[src/rtl/lsu_dmem_bridge_pkg.sv]
// Shared types for the LSU data-memory bridge: the registered bus request slot
// and the address window helper.
package lsu_dmem_bridge_pkg;

  localparam int MemW = 33;

  typedef struct packed {
    logic            we;
    logic [3:0]      be;
    logic            is_cap;
    logic [31:0]     addr;
    logic [MemW-1:0] wdata;
  } dmem_req_t;

  function automatic logic addr_in_window(input logic [31:0] addr,
                                          input logic [31:0] base,
                                          input logic [31:0] mask);
    return (addr & mask) == base;
  endfunction

endpackage

[src/rtl/lsu_dmem_bridge.sv]
// Bridge from the LSU data port to the data-side bus: one registered request slot,
// bounded in-flight count, in-order responses and local rejection of out-of-window accesses.
module lsu_dmem_bridge
  import lsu_dmem_bridge_pkg::*;
#(
  parameter int unsigned MaxOutstanding = 2,
  parameter bit          RangeEn        = 1'b1,
  parameter logic [31:0] RangeBase      = 32'h8000_0000,
  parameter logic [31:0] RangeMask      = 32'hF000_0000,
  localparam int unsigned CntW          = $clog2(MaxOutstanding + 1)
) (
  input  logic            clk_i,
  input  logic            rst_ni,
  input  logic            lsu_req_i,
  input  logic            lsu_we_i,
  input  logic [3:0]      lsu_be_i,
  input  logic            lsu_is_cap_i,
  input  logic [31:0]     lsu_addr_i,
  input  logic [MemW-1:0] lsu_wdata_i,
  output logic            lsu_gnt_o,
  output logic            lsu_rvalid_o,
  output logic            lsu_err_o,
  output logic [MemW-1:0] lsu_rdata_o,
  output logic            mem_req_o,
  output logic            mem_we_o,
  output logic [3:0]      mem_be_o,
  output logic            mem_is_cap_o,
  output logic [31:0]     mem_addr_o,
  output logic [MemW-1:0] mem_wdata_o,
  input  logic            mem_gnt_i,
  input  logic            mem_rvalid_i,
  input  logic            mem_err_i,
  input  logic [MemW-1:0] mem_rdata_i,
  output logic [CntW-1:0] outstanding_o,
  output logic            proto_err_o
);

  localparam int unsigned TotW = CntW + 1;

  dmem_req_t       slot_q;
  logic            slot_valid_q;
  logic [CntW-1:0] outstanding_q;
  logic            err_pend_q;
  logic            proto_err_q;

  logic            in_range;
  logic            mem_fire;
  logic            rsp_ok;
  logic            spurious;
  logic            bus_accept;
  logic            local_reject;
  logic [TotW-1:0] total_eff;

  // Accept/reject decision; a response retiring this cycle frees its credit immediately
  always_comb begin
    in_range     = !RangeEn || addr_in_window(lsu_addr_i, RangeBase, RangeMask);
    mem_fire     = slot_valid_q & mem_gnt_i;
    rsp_ok       = mem_rvalid_i & (outstanding_q != '0);
    spurious     = mem_rvalid_i & (outstanding_q == '0);
    total_eff    = TotW'(outstanding_q) + TotW'(slot_valid_q) - TotW'(rsp_ok);
    bus_accept   = lsu_req_i & in_range & ~err_pend_q
                 & (total_eff < TotW'(MaxOutstanding))
                 & (~slot_valid_q | mem_gnt_i);
    local_reject = lsu_req_i & ~in_range & ~err_pend_q & (total_eff == '0);
  end

  assign lsu_gnt_o     = rst_ni & (bus_accept | local_reject);
  assign lsu_rvalid_o  = err_pend_q | rsp_ok;
  assign lsu_err_o     = err_pend_q | (rsp_ok & mem_err_i);
  assign lsu_rdata_o   = rsp_ok ? mem_rdata_i : '0;

  assign mem_req_o     = slot_valid_q;
  assign mem_we_o      = slot_q.we;
  assign mem_be_o      = slot_q.be;
  assign mem_is_cap_o  = slot_q.is_cap;
  assign mem_addr_o    = slot_q.addr;
  assign mem_wdata_o   = slot_q.wdata;
  assign outstanding_o = outstanding_q;
  assign proto_err_o   = proto_err_q;

  // Request slot: loads on accept, empties when the bus takes it, otherwise holds
  always_ff @(posedge clk_i or negedge rst_ni) begin
    if (!rst_ni) begin
      slot_valid_q <= 1'b0;
      slot_q       <= '0;
    end else if (bus_accept) begin
      slot_valid_q <= 1'b1;
      slot_q       <= '{we: lsu_we_i, be: lsu_be_i, is_cap: lsu_is_cap_i,
                        addr: lsu_addr_i, wdata: lsu_wdata_i};
    end else if (mem_fire) begin
      slot_valid_q <= 1'b0;
    end
  end

  // Bookkeeping for in-flight count, pending local error and protocol violation
  always_ff @(posedge clk_i or negedge rst_ni) begin
    if (!rst_ni) begin
      outstanding_q <= '0;
      err_pend_q    <= 1'b0;
      proto_err_q   <= 1'b0;
    end else begin
      outstanding_q <= outstanding_q + CntW'(mem_fire) - CntW'(rsp_ok);
      err_pend_q    <= local_reject;
      proto_err_q   <= proto_err_q | spurious;
    end
  end

endmodule

[config.mk]
export PLATFORM = sky130hd
export DESIGN_NAME = lsu_dmem_bridge
export DESIGN_NICKNAME = d
export VERILOG_FILES = /design/src/rtl/lsu_dmem_bridge_pkg.sv /design/src/rtl/lsu_dmem_bridge.sv
export SDC_FILE = /design/constraint.sdc
export NUM_CORES = 1
export LEC_CHECK = 0
export CORE_MARGIN = 2
export CORE_UTILIZATION = 38
export DETAILED_ROUTE_END_ITERATION = 10
export GPL_TIMING_DRIVEN = 1
export PLACE_DENSITY = 0.95
export SYNTH_ARGS = -nofsm -noshare
export SYNTH_HDL_FRONTEND = slang
export SYNTH_SLANG_ARGS = --single-unit
[constraint.sdc]
create_clock -name clk_i -period 6.3 [get_ports clk_i]
set_input_delay 1.89 -clock clk_i [delete_from_list [all_inputs] [get_ports clk_i]]
set_output_delay 1.89 -clock clk_i [all_outputs]
set_load 0.01 [all_outputs]
Word-level counts from Yosys, hierarchy flattened
Cells that the tools add are included.
W data, S select, Z words.
{"block": "word_totals", "register_bits": 76, "output_inout_bits": 111, "word_cells": 42}
{"block": "classes", "n_lt_le_gt_ge": 1, "n_addsub": 4, "n_reduce_logical": 4, "n_bitwise": 20, "muxes": 3, "eq_ne": 1}
{"op": "$mux W33", "n": 1}
{"op": "$and A1 B1 Y1", "n": 12}
{"op": "$or A1 B1 Y1", "n": 5}
{"op": "$eq A4 B4 Y1 const B", "n": 1}
{"op": "$reduce_bool A2 Y1", "n": 2}
{"op": "$add A2 B1 Y3", "n": 1}
{"op": "$logic_not A3 Y1", "n": 1}
{"op": "$lt A3 B2 Y1 const B", "n": 1}
{"op": "$not A1 Y1", "n": 3}
{"op": "$sub A3 B1 Y3", "n": 1}
{"op": "$add A2 B1 Y2", "n": 1}
{"op": "$logic_not A2 Y1", "n": 1}
{"op": "$mux W1", "n": 2}
{"op": "$sub A2 B1 Y2", "n": 1}

Depth between registers and ports, before layout
Gate-level depths: netlist (run 1).
{"block": "logic_depth", "word_depth": 8, "ltp_mapped": 9, "ltp_nobuf": 8}

Worst setup path after synthesis (run 1)
OpenSTA, ideal clock, no wires.
{"block": "synth_path", "path_kind": "input to output", "from": "input mem_rvalid_i", "to": "output lsu_gnt_o", "slack_ps": 930, "stages": 8, "arrival_time_ps": 3480, "n_path_buf": 0, "path_cell_list": "nand2_1 -> mux2i_1 -> ha_1 -> inv_1 -> fa_1 -> nand3b_1 -> or2_2 -> nor3b_1"}
{"block": "synth_between", "elab_chain_len": 7}
{"item": "start: declaration", "line_no": "lsu_dmem_bridge.sv:31", "source": "input logic mem_rvalid_i,"}
{"item": "$and A1 B1 Y1 (*)", "line_no": "lsu_dmem_bridge.sv:58", "source": "rsp_ok = mem_rvalid_i & (outstanding_q != '0);"}
{"item": "$sub A3 B1 Y3 (*)", "line_no": "lsu_dmem_bridge.sv:60", "source": "total_eff = TotW'(outstanding_q) + TotW'(slot_valid_q) - TotW'(rsp_ok);"}
{"item": "$lt A3 B2 Y1", "line_no": "lsu_dmem_bridge.sv:62", "source": "& (total_eff < TotW'(MaxOutstanding))"}
{"item": "$and A1 B1 Y1", "line_no": "lsu_dmem_bridge.sv:62"}
{"item": "$and A1 B1 Y1", "line_no": "lsu_dmem_bridge.sv:63", "source": "& (~slot_valid_q | mem_gnt_i);"}
{"item": "$or A1 B1 Y1 (*)", "line_no": "lsu_dmem_bridge.sv:67", "source": "assign lsu_gnt_o = rst_ni & (bus_accept | local_reject);"}
{"item": "$and A1 B1 Y1 (*)", "line_no": "lsu_dmem_bridge.sv:67"}
{"item": "end: declaration", "line_no": "lsu_dmem_bridge.sv:20", "source": "output logic lsu_gnt_o,"}
Every way passes the cells marked *; elsewhere a longest branch is shown, timed or not.

Final worst setup path (run 1)
Ends and elaborated chain as after synthesis.

==> impl_results.md, run 1 <==
* Final hold slack at around 0.48 ns
* Drt drc at 0
* Share of cells above drive strength 1 at between 20 and 25%
* GRT Total Usage at around a fifth
* Filler instances at about 570
* CP Max Fanout at 4
* ANT cells at 0
* Post-layout util at a little over two thirds
* Asr flop ratio synth at 100%
* Top cell type by total area after synthesis: dfrtp_1
* Syn_nets at 330
* Critical path type: in -> out
* Die Ht at slightly below 100 µm
* Final Cell Area at 5710 µm²
* NumNets Final at ~560
* Startpoint Class: input pin
* CP peak stage delay at ~0.53 ns
* Unique cell type count in the Yosys netlist at 23
* Worst-margin pin slew at about 0.95 ns
* Maximum capacitance violations at 0
* R2R setup slack at 3.32 ns
* Horiz. Die Dim at 96.2 µm
* Post-CTS Repair Setup Buffers at 0
* Leakage at between 2 and 2.5 nW
* RSZ-0062 raised after global routing: no
* Critical path origin: mem_rvalid_i
* Largest net degree at the start of global routing at between 70 and 80
* Max-slew violations at 0
* CTS tree: built
* Die area at 9260 µm²
* Global-route wire length before repair at 13.0 mm
* Power per cell area at 393 nW/µm²
* Synth Register Bits at between 70 and 80
* Post-synthesis cell count at roughly 220
* DR WL/cell at between 15 and 20 µm
* Vias in the first global route at around 2700
* Layout area overhead at 76.6%
* Yosys top cell area share at approximately three fifths
* Worst path buffer plus inverter count at 3
* Final hold vios at 0
* Critical path required time at between 4 and 5 ns
* Highest Clock Rate at roughly 0.17 GHz
* Syn_area_per_cell at between 10 and 15 µm²
* Status: completed
* Hpwl dp at 7.10 mm
* Grt ovf at 0
* Sink Count at between 70 and 80
* EDFF count, synth at 0
* DRT Pass-1 Iters at 2
* RR Startpoint: outstanding_o[1]
* Worst Path Arrival at 4.16 ns
* Ys Warns at 0
* Vias at roughly 2500
* Setup-failing EPs final at 0
* Antenna violations before repair at 0
* Most common cell after layout, fill and taps aside: clkdlybuf4s50_1
* Worst-Skew Late Latency at 0.34 ns
* Commonest cells after routing, fill and taps aside: clkdlybuf4s50_1, dfrtp_1, mux2_2, and2_1, clkbuf_8
* CP delay by family, top: buffers and inverters
* Synth top area cells: dfrtp_1, mux2_2, and2_1
* Placed Area at roughly 5500 µm²
* Core Region at just over 8000 µm²
* Hold path startpoint: proto_err_o
* H-Tree Depth at 3
* CTS Buf Count at 9
* Initial DRC Count at 38
* Routed Antenna Nets at 0
* Slew headroom at a little over a third
* Post-Syn Area at 3230 µm²
* Total Routed Length at 8.98 mm
* Slowest CP cell: clkdlybuf4s50_1
* Clk buf depth at 2
* Sequential share of the synthesized area at between 50% and 60%
* Number of vias per cell at around 4.6
* Synth Flop Type: dfrtp_1
* Clock Skews at around 0.0095 ns
* Clock root buffer master: clkbuf_8
* Min-delay worst type: reg -> reg
* Clock-pin slew on the worst setup and hold paths at 0.07 ns
* Final period utilization at a little over nine tenths
* VDD IR max at about 0.19 mV
* Worst path cell trace: clkdlybuf4s50_1, nand2_1, mux2i_1, ha_1, inv_1, fa_1, nand3b_1, or2_2, nor3b_1, clkbuf_2
* Port Buffers at between 200 and 250
* Final GP Congestion at between 0.8 and 0.9
* Worst setup EP type: output port
* Final min period at 6.05 ns
* Ports at ~220
* Number of core rows at 33
* Initial core utilization at ~39%
==> worst reg2reg max path, delay by kind of cell (launching register included) <==
family        cells  cell delay [ns]
mux               2             0.58
xor+xnor          1             0.16
fa+ha+maj         2             0.53
buf+inv           3             0.68
flops             1             0.52
simple gates      2             0.41
==> through the flow <==
| stage | power, W | cells | setup TNS, ns | worst slack [ns] |
|---|---|---|---|---|
| floorplan | 0.00123 | 217 | 0 | 0.930 |
| global route | 0.00237 | 554 | 0 | 0.0802 |
| finish | 0.00224 | 554 | 0 | 0.247 |
| CTS | 0.00228 | 554 | 0 | 0.123 |
| detailed placement | 0.00191 | 539 | -0.134 | -0.134 |
| global placement | 0.00187 | 539 | -0.109 | -0.109 |
==> layer usage <==
metal / wire length [µm] / GRT usage (%)
met1: 3080 / 18.5
met2: 4750 / 35.2
met3: 918 / 7.13
met4: 233 / 9.40
met5: 0 / 0
==> cells by family after synthesis <==
group	share of synthesized area, %
DFF	58.8
xor gates and xnor gates	1.08
and+or+nand+nor	10.4
muxes	24.7
AOI/OAI and AO/OA	0.697
adders and majority gates	1.39
buffers and inverters	2.90
==> state kept, by name, indices dropped and copies added (netlist names) <==
register	cells
mem_wdata_o	33
mem_addr_o	32
mem_be_o	4
outstanding_o	2
err_pend_q	1
mem_is_cap_o	1
mem_req_o	1
mem_we_o	1
proto_err_o	1
==> final timing paths <==
kind,endpoint,cells after the start
setup / recovery,lsu_gnt_o,10
hold / removal,proto_err_o,1
setup reg to reg,mem_addr_o[11],10
hold reg to reg,proto_err_o,1
max in group asynchronous,mem_addr_o[17],2
min in group asynchronous,mem_wdata_o[6],2
==> what timing repair did <==
action | 4_1_cts | 5_1_grt
hold buffers | 0 | 0
resized for setup | 1 | 3
pin swaps | 0 | 0
cloned | 0 | 0
hold endpoints to repair | 0 | 0
endpoints found under the setup margin | 1 | 1
==> report_power, final <==
| part | internal, W | switching (W) |
|---|---|---|
| sequential | 0.000697 | 0.000116 |
| combinational | 0.000696 | 0.000377 |
| clock | 0.000181 | 0.000173 |
| total | 0.00158 | 0.000667 |
==> area by class of cell <==
class / count / area, µm² / area share (%)
clock buffers: 9 / 124 / 2.17
clock inverters: 6 / 65.1 / 1.14
flip-flops and latches: 76 / 1900 / 33.3
repair buffers: 227 / 2250 / 39.4
well taps: 105 / 131 / 2.30
inverters: 1 / 3.75 / 0.0657
multi-input cells: 130 / 1240 / 21.7
==> synth_stat cells, drive strengths merged, types with 2 or more instances <==
cell,number
and2,33
nor2b,4
dfrtp,76
clkbuf,3
nand2,3
mux2,68
nor3b,3
xnor2,2
xor2,2
buf,7
ha,2
or2,4
Note: power is estimated with default switching activity, not from simulation.
==> run 2, diff against run 1 <==
--- a/config.mk
+++ b/config.mk
@@ -5,11 +5,12 @@
 export SDC_FILE = /design/constraint.sdc
 export NUM_CORES = 1
 export LEC_CHECK = 0
+export ABC_AREA = 1
 export CORE_MARGIN = 2
-export CORE_UTILIZATION = 38
+export CORE_UTILIZATION = 37
 export DETAILED_ROUTE_END_ITERATION = 10
 export GPL_TIMING_DRIVEN = 1
-export PLACE_DENSITY = 0.95
+export PLACE_DENSITY = 0.81
 export SYNTH_ARGS = -nofsm -noshare
 export SYNTH_HDL_FRONTEND = slang
 export SYNTH_SLANG_ARGS = --single-unit
==> constraint.sdc (replaced) <==
create_clock -name clk_i -period 5.7 [get_ports clk_i]
set_input_delay 1.71 -clock clk_i [delete_from_list [all_inputs] [get_ports clk_i]]
set_output_delay 1.71 -clock clk_i [all_outputs]
set_load 0.01 [all_outputs]
==> impl_results.md, run 2 <==
* Post-Syn Area at 3480 µm² (+7.7%)
* P_int at 0.00165 W (+4.8%)
* Critical path type: in -> out
* Synth Flop Type: dfrtp_1
* Syn_area_per_cell at 8.25 µm² (-45%)
* CP Max Fanout at 2 (-2)
* Max-slew violations at 0 (unchanged)
* Worst Path Arrival at 3.85 ns (-0.31 ns)
* Power per cell area at 424 nW/µm² (+8.1%)
* Initial DRC Count at 126 (+230%)
* Worst-Skew Late Latency at 0.34 ns (about the same)
* Sequential power share at 34.7% (-1.6 points)
* Sequential share of the synthesized area at 54.6% (-4.2 points)
* Sink Count at 76 (unchanged)
* Met2 usage at 36.2% (+0.91 points)
* Layout area overhead at 71.2%
* Number of core rows at 35 (+6.1%)
* Final GP Congestion at 0.842 (+0.74%)
* Die Ht at 101 µm (+4.9%)
* Grt peak-use layer: met2
* Highest Clock Rate at about 0.18 GHz
* Worst setup EP type: output port
* DR WL/cell at 14.0 µm (-13%)
* Global-route wire length before repair at 16.6 mm (+27%)
* M3 GR Usage at 4.37% (-2.8 points)
* Die area at 10200 µm² (+10%)
* Asr flop ratio synth at 100% (unchanged)
* Net Sw Power at 0.000877 W (+32%)
* Ys Warns at 0 (unchanged)
* Share of cells above drive strength 1 at 6.83% (-15 points)
* Port Buffers at 220 (unchanged)
* Ports at 221 (unchanged)
* Top cell type by total area after synthesis: dfrtp_1
* Grt ovf at 0 (unchanged)
* Initial core utilization at 37.9% (-1.5 points)
* Min-delay worst type: reg -> reg
* Final period utilization at 97.5%
* Max reg flops at 33 (unchanged)
* Post-synthesis cell count at 422 (+94%)
* DRT Pass-1 Iters at 4 (+2)
* Final hold vios at 0 (unchanged)
* Vias in the first global route at 3356 (+25%)
* EDFF count, synth at 0 (unchanged)
* Core Region at 9200 µm² (+12%)
* Yosys top cell area share at 54.6% (-4.2 points)
* GRT Total Usage at 20.6% (+1.4 points)
* CTS Buf Count at 9 (unchanged)
* Antenna violations before repair at 0 (unchanged)
* Critical path required time at 3.99 ns (-0.42 ns)
* Setup-failing EPs final at 0 (unchanged)
* Filler instances at 784 (+37%)
* Syn_nets at 535 (+62%)
* Final min period at ~5.6 ns
* Synth top area cells: dfrtp_1, nand2_1, nand3_1
* Startpoint Class: input pin
* Synth Register Bits at 76 (unchanged)
* CTS tree: built
* Hpwl dp at 7.70 mm (+8.4%)
* Final total power at 0.00253 W (+13%)
* Most common cell in the netlist: nand2_1
* Status: completed
* Worst-margin pin slew at 0.937 ns (-0.0157 ns)
* ANT cells at 0 (unchanged)
* RSZ-0062 raised after global routing: no
* Clock-pin slew on the worst setup and hold paths at 0.08 ns (about the same)
* Comb power frac at 47.0% (-0.9 points)
* Number of vias per cell at 4.59 (about the same)
* M1 GR Usage at 25.5% (+6.9 points)
* Most common cell after layout, fill and taps aside: clkdlybuf4s50_1
* Net Sw Frac at 34.7% (+4.9 points)
* Clk buf depth at 2 (unchanged)
* NumNets Final at 752 (+35%)
* Hold_buf cts at 0 (unchanged)
* VDD IR max at 0.214 mV (+15%)
* Clock Skews at 0.0106 ns (+0.00112 ns)
* Final hold slack at 0.465 ns (-0.0110 ns)
* Drt drc at 0 (unchanged)
* H-Tree Depth at 3 (unchanged)
* Commonest cells post-synth: nand2_1, dfrtp_1, nand3_1
* Unique cell type count in the Yosys netlist at 23 (unchanged)
* Vias at 3468 (+36%)
* Commonest cells after routing, fill and taps aside: clkdlybuf4s50_1, nand2_1, dfrtp_1, nand3_1, inv_1
* Clock root buffer master: clkbuf_8
* Maximum capacitance violations at 0 (unchanged)
* Leakage at 3.02 nW (+22%)
* Routed Antenna Nets at 0 (unchanged)
* Post-layout util at 64.8% (-4.7 points)
* Horiz. Die Dim at 101 µm (+4.9%)
* Largest net degree at the start of global routing at 77 (unchanged)
* Clock share of power at 18.4% (+2.6 points)
* Total Routed Length at 10.6 mm (+18%)
* Slew headroom at 37.5% (+1.0 points)
-- run 2: cell types whose count changed in the layout (fill, tap and decap cells not counted), moves of 3 or more --
cell     previous run  this run
nor2_1              1        35
nor3b_1             3         0
or2_2               4         0
and2_1             33         0
mux2_4              6         0
nor2b_1             4         0
nand3_1             0        68
mux2_2             62         0
buf_4               8        11
nand2_1             3       150
inv_1               1        46
nor2_2              0         4
inv_2               0         3
-- run 2: layout make-up --
cell class                 count  area [µm²]  area share [%]
sequential                    76        1900            31.9
tap                          111         139            2.33
multi-input combinational    273        1240            20.7
clock inverter                 7         105            1.76
timing repair buffer         230        2270            38.1
inverter                      49         184            3.09
clock buffer                   9         124            2.08
-- run 2: metal layers --
layer	vias to the layer above	wire (µm)
met3	10	728
met1	1599	4330
li1	1712	-
met5	-	0
met2	147	5460
met4	0	91
-- run 2: through the flow --
step,cell area (µm²),TNS [ns],setup slack [ns],std cells
finish,5960,0,0.143,755
global route,5960,0,0.00163,755
CTS,5960,0,0.0670,755
detailed placement,5720,-0.363,-0.363,738
global placement,5720,-0.304,-0.304,738
floorplan,3480,0,0.500,422
-- run 2: worst max-delay path, stage by stage --
cell	delay (ns)
clkdlybuf4s50_1	0.48
inv_1	0.05
nor2_2	0.12
nand2_1	0.07
o21ai_0	0.08
ha_1	0.17
inv_1	0.05
fa_1	0.51
nand2_1	0.10
nor2_4	0.13
nand3_2	0.09
a21oi_2	0.14
buf_2	0.15
-- run 2: logic make-up after synthesis --
kind of cell | count (synthesis) | synth area share, %
adder cells (fa/ha/maj) | 3 | 1.29
buffers and inverters | 73 | 10.3
flip-flops | 76 | 54.6
AND/OR/NAND/NOR | 265 | 32.7
AO/OA/AOI/OAI | 3 | 0.611
XOR/XNOR | 2 | 0.503
-- run 2: timing repair --
| item | CTS | global route |
|---|---|---|
| gates resized for setup | 6 | 1 |
| setup buffers | 1 | 0 |
| pin swaps | 2 | 2 |
| endpoints found under the setup margin | 1 | 1 |
-- run 2: worst paths after layout --
| check | startpoint | end | slack (ns) | cells past startpoint |
|---|---|---|---|---|
| max | mem_rvalid_i | lsu_gnt_o | 0.14 | 13 |
| max in group asynchronous | rst_ni | mem_wdata_o[26] | 3.47 | 2 |
| max reg2reg | outstanding_o[1] | mem_wdata_o[25] | 2.85 | 13 |
| min reg2reg | proto_err_o | proto_err_o | 0.47 | 1 |
| min in group asynchronous | rst_ni | mem_addr_o[1] | 1.63 | 2 |
| min | proto_err_o | proto_err_o | 0.47 | 1 |
-- run 2: power by group through the flow --
stage,sequential (W),clock (W),combinational [W]
global placement,0.000875,0,0.00115
detailed placement,0.000883,0,0.00118
finish,0.000876,0.000465,0.00119
global route,0.000902,0.000502,0.00129
CTS,0.000877,0.000480,0.00120
floorplan,0.000970,0,0.000379
